File: src/rtl/wave_tbl_seq.sv
// Wavetable address sequencer: walks a latched ROM address range with a per-entry
// dwell and optional looping, presenting each (sigA, sigB) entry on a valid/ready port.
module wave_tbl_seq #(
  parameter int A  = 4,
  parameter int D  = 16,
  parameter int CW = 16
) (
  input  logic          clk,
  input  logic          rst_n,
  input  logic          start,
  input  logic          stop,
  input  logic          loop_en,
  input  logic [A-1:0]  first_addr,
  input  logic [A-1:0]  last_addr,
  input  logic [CW-1:0] dwell,
  output logic [A-1:0]  tbl_addr,
  input  logic [D-1:0]  tbl_sigA,
  input  logic [D-1:0]  tbl_sigB,
  output logic [D-1:0]  out_sigA,
  output logic [D-1:0]  out_sigB,
  output logic          out_valid,
  input  logic          out_ready,
  output logic          busy,
  output logic          done
);

  typedef enum logic [2:0] {IDLE, FETCH, EMIT, HOLD, DONE} state_t;

  state_t        state_q;
  logic [A-1:0]  addr_q, first_q, last_q;
  logic [CW-1:0] dwell_q, cnt_q;
  logic          loop_q;
  logic [D-1:0]  sa_q, sb_q;
  logic          valid_q, done_q;

  always_ff @(posedge clk or negedge rst_n) begin
    if (!rst_n) begin
      state_q <= IDLE;
      addr_q  <= '0;
      first_q <= '0;
      last_q  <= '0;
      dwell_q <= '0;
      cnt_q   <= '0;
      loop_q  <= 1'b0;
      sa_q    <= '0;
      sb_q    <= '0;
      valid_q <= 1'b0;
      done_q  <= 1'b0;
    end else begin
      done_q <= 1'b0;
      // Abort wins over any handshake or advance in the same cycle.
      if (state_q != IDLE && stop) begin
        state_q <= IDLE;
        valid_q <= 1'b0;
      end else begin
        case (state_q)
          IDLE: if (start) begin
            first_q <= first_addr;
            last_q  <= last_addr;
            dwell_q <= dwell;
            loop_q  <= loop_en;
            addr_q  <= first_addr;
            state_q <= FETCH;
          end
          FETCH: begin
            sa_q    <= tbl_sigA;
            sb_q    <= tbl_sigB;
            valid_q <= 1'b1;
            state_q <= EMIT;
          end
          EMIT: if (valid_q && out_ready) begin
            valid_q <= 1'b0;
            cnt_q   <= dwell_q;
            state_q <= HOLD;
          end
          HOLD: begin
            if (cnt_q != '0) begin
              cnt_q <= cnt_q - 1'b1;
            end else if (addr_q == last_q) begin
              if (loop_q) begin
                addr_q  <= first_q;
                state_q <= FETCH;
              end else begin
                done_q  <= 1'b1;
                state_q <= DONE;
              end
            end else begin
              addr_q  <= addr_q + 1'b1;
              state_q <= FETCH;
            end
          end
          DONE:    state_q <= IDLE;
          default: state_q <= IDLE;
        endcase
      end
    end
  end

  assign tbl_addr  = addr_q;
  assign out_sigA  = sa_q;
  assign out_sigB  = sb_q;
  assign out_valid = valid_q;
  assign busy      = (state_q != IDLE);
  assign done      = done_q;

endmodule

File: config.mk
export PLATFORM = sky130hd
export DESIGN_NAME = wave_tbl_seq
export DESIGN_NICKNAME = d
export VERILOG_FILES = /design/src/rtl/wave_tbl_seq.sv
export SDC_FILE = /design/constraint.sdc
export NUM_CORES = 1
export LEC_CHECK = 0
export CORE_ASPECT_RATIO = 2
export CORE_MARGIN = 2
export CORE_UTILIZATION = 54
export CTS_BUF_LIST = sky130_fd_sc_hd__clkbuf_8
export CTS_CLUSTER_SIZE = 16
export DETAILED_ROUTE_END_ITERATION = 16
export PLACE_DENSITY_LB_ADDON = 0.12
export SYNTH_ARGS = -nofsm -noshare
export SYNTH_HDL_FRONTEND = slang
export SYNTH_SLANG_ARGS = --single-unit
File: constraint.sdc
create_clock -name clk -period 7.07 [get_ports clk]
set_clock_uncertainty 0.05 [all_clocks]
set_input_delay 1.7675 -clock clk [delete_from_list [all_inputs] [get_ports clk]]
set_output_delay 1.7675 -clock clk [all_outputs]
set_load 0.01 [all_outputs]
==> out/metrics.yaml <==
finish:
  num-fill-cells: 503
  nets: 470
  drive_gt1_frac: 0.236
  diodes: 0
  area_growth_syn_to_layout_pct: 34.6
  fin_area_um2: 5060
synthesis:
  synth_area_leaders: "dfrtp_1 (55%), mux2_2 (18%), a21oi_1 (3.2%)"
  synth-seq-cells: 82
  ys_seq_area_frac: 0.546
  syn_area_um2: 3760
  yosys-top-cells-count: "dfrtp_1 (82), mux2_2 (60), a21oi_1 (24)"
  synth_top_cell_by_area: "dfrtp_1"
  synth_ff_type: "dfrtp_1"
  synth_edf_count: 0
  syn_inst: 308
  synth_area_per_cell_um2: 12.2
  ys.warnings.count: 0
  yosysTopAreaCellShare: 0.546
  async_reset_ff_frac: 1.00
  yosysMostFrequentCell: "dfrtp_1"
  ys_types: 49
  synth_nets: 372
die:
  dieWidth_um: 63.0
  die_area_um2: 7690
  die_h_um: 122
  start_util: 0.550
  fp-row-count: 43
  pin_count: 101
  core_area_um2: 6830
place:
  post-place-ws_ns: 2.87
  gp_congestion: 0.856
  dpl.hpwl_mm: 6.00
  io_buffers: 100
  dpl_cell_area_um2: 4850
detailed_routing:
  drc: 0
  drtIter0Drc: 244
  firstDrtPassIters: 4
  wirelength_mm: 8.32
  wl_per_cell_um: 16.6
  ant_nets: 0
  num_vias: 2834
  routed_via_density: 5.66
worst_setup_path:
  slowest_delay_ns: 0.86
  critPathKind: "in2reg"
  required_ns: 7.26
  r2r-end: "tbl_addr[3]"
  r2r_start: "cnt_q[0]"
  cp-startpoint: "stop"
  worstRegToRegCells: 7
  cp_cell_sequence: "clkdlybuf4s50_1, nor4b_4, buf_4, mux2_2"
  cp_slowest_cell: "nor4b_4"
  r2r_setup_slack_ns: 4.43
  path_depth: 4
  critPathTopFamily: "buffers and inverters"
  worstSetupEndpointType: "flip-flop"
  arrival_ns: 4.01
  worstSetupEndpoint: "out_sigB[14]"
  cp_max_fo: 20
  crit_buf_inv: 2
  cp-start-kind: "input pin"
sta:
  finalSetupViolCount: 0
  relSlewSlack: 0.315
  setup_ws_ns: 3.25
  tightestPinTransition_ns: 1.03
  period_minus_slack_ns: 3.82
  fin_crit_sh: 0.540
  fmax_mhz: 262
  grt_setup_unrepaired: "no"
  tns_ns: 0
  hold_viol: 0
  drv_slew: 0
power_and_ir_drop:
  ir_drop_mv: 0.237
  p_total_w: 0.00210
  p_per_area_nw_per_um2: 415
  power_leakage_nw: 2.04
clock_tree:
  root_buffer: "clkbuf_8"
  clock_latency_ns: 0.35
  cts_tree: "yes"
  cts_buffers: 9
  postCtsHoldBufs: 0
  cts_num_sinks: 82
  clockBufferDepth: 2
  post_cts_buffers: 0
  htree_levels: 3
  clk_pin_slew_ns: 0.08
  cts-resized-gates: 0
hold_path:
  hold_class: "reg2reg"
global_routing:
  overflow: 0
  grt_pass1_vias: 2947
  grt_pass1_wl_mm: 13.8
  antenna_found_initial: 0
  track_usage: 0.229
  grt_max_degree: 83
outcome:
  status: "complete, no violations"
flow_run:
  maxCapViolations: 0
## registers in the layout, summed over array words and instances, names as in the netlist
name / flops
first_q: 4
tbl_addr: 4
cnt_q: 16
dwell_q: 16
state_q: 3
done: 1
last_q: 4
out_sigB: 16
out_valid: 1
loop_q: 1
out_sigA: 16
## kinds of logic (layout without fill, tap and decap cells)
logic type,after synthesis,count (layout),synth area share
muxes,63,63,0.188
adders and majority gates,2,2,0.00665
buffers and inverters,24,127,0.0259
and+or+nand+nor,67,67,0.110
xor gates and xnor gates,6,6,0.0140
AOI/OAI and AO/OA,64,64,0.110
DFF,82,82,0.546
## layout make-up
class,instances,area (µm²),share of cell area
Sequential cell,82,2050,0.405
Multi-Input combinational cell,202,1630,0.321
Timing Repair Buffer,104,1030,0.203
Clock buffer,13,179,0.0353
Tap cell,90,113,0.0222
Clock inverter,3,37.5,0.00741
Inverter,7,26.3,0.00519
## per-stage QoR
stage | hold WS, ns | util | cells
6_report | 0.459 | 0.741 | 501
5_1_grt | 0.479 | 0.741 | 501
4_1_cts | 0.461 | 0.741 | 501
3_5_place_dp | 0.444 | 0.709 | 485
3_3_place_gp | 0.434 | 0.709 | 485
2_1_floorplan | 0.421 | - | 308
## metal layers
layer	wire length, µm	up-vias	global-route usage
met2	4730	69	0.401
met1	3150	1441	0.272
met5	0	-	0
li1	-	1313	-
met4	125	0	0.0889
met3	318	11	0.0480
## worst min path at each step
stage,startpoint,to,cells past startpoint
after floorplan,first_q[0],first_q[0],1
after global placement,first_q[0],first_q[0],1
after detailed placement,dwell_q[14],dwell_q[14],1
after CTS,dwell_q[14],dwell_q[14],1
after global routing,out_sigA[13],out_sigA[13],1
final,out_sigB[13],out_sigB[13],1
## where the power goes
part | internal, W | switching (W) | leakage, nW
Sequential | 0.000701 | 0.000182 | 0.964
Combinational | 0.000517 | 0.000343 | 0.957
Clock | 0.000199 | 0.000157 | 0.118
Total | 0.00142 | 0.000682 | 2.04
## cell usage in the layout, fill, tap and decap left out, drive strengths merged, types with 2 or more instances in the layout
cell | synthesis | routed
a21oi | 25 | 25
a2bb2oi | 5 | 5
a31oi | 2 | 2
buf | 6 | 5
clkbuf | 11 | 13
clkdlybuf4s50 | 0 | 99
dfrtp | 82 | 82
ha | 2 | 2
inv | 7 | 9
mux2 | 60 | 60
mux2i | 3 | 3
nand2 | 19 | 19
nand3 | 8 | 8
nand3b | 4 | 4
nor2 | 10 | 10
nor3 | 4 | 4
nor3b | 2 | 2
nor4 | 2 | 2
o211ai | 2 | 2
o21ai | 10 | 10
o22ai | 8 | 8
o32ai | 2 | 2
or3 | 8 | 8
or4 | 3 | 3
xnor2 | 2 | 2
xor2 | 4 | 4
No activity file was read; power rests on OpenSTA's default activity.
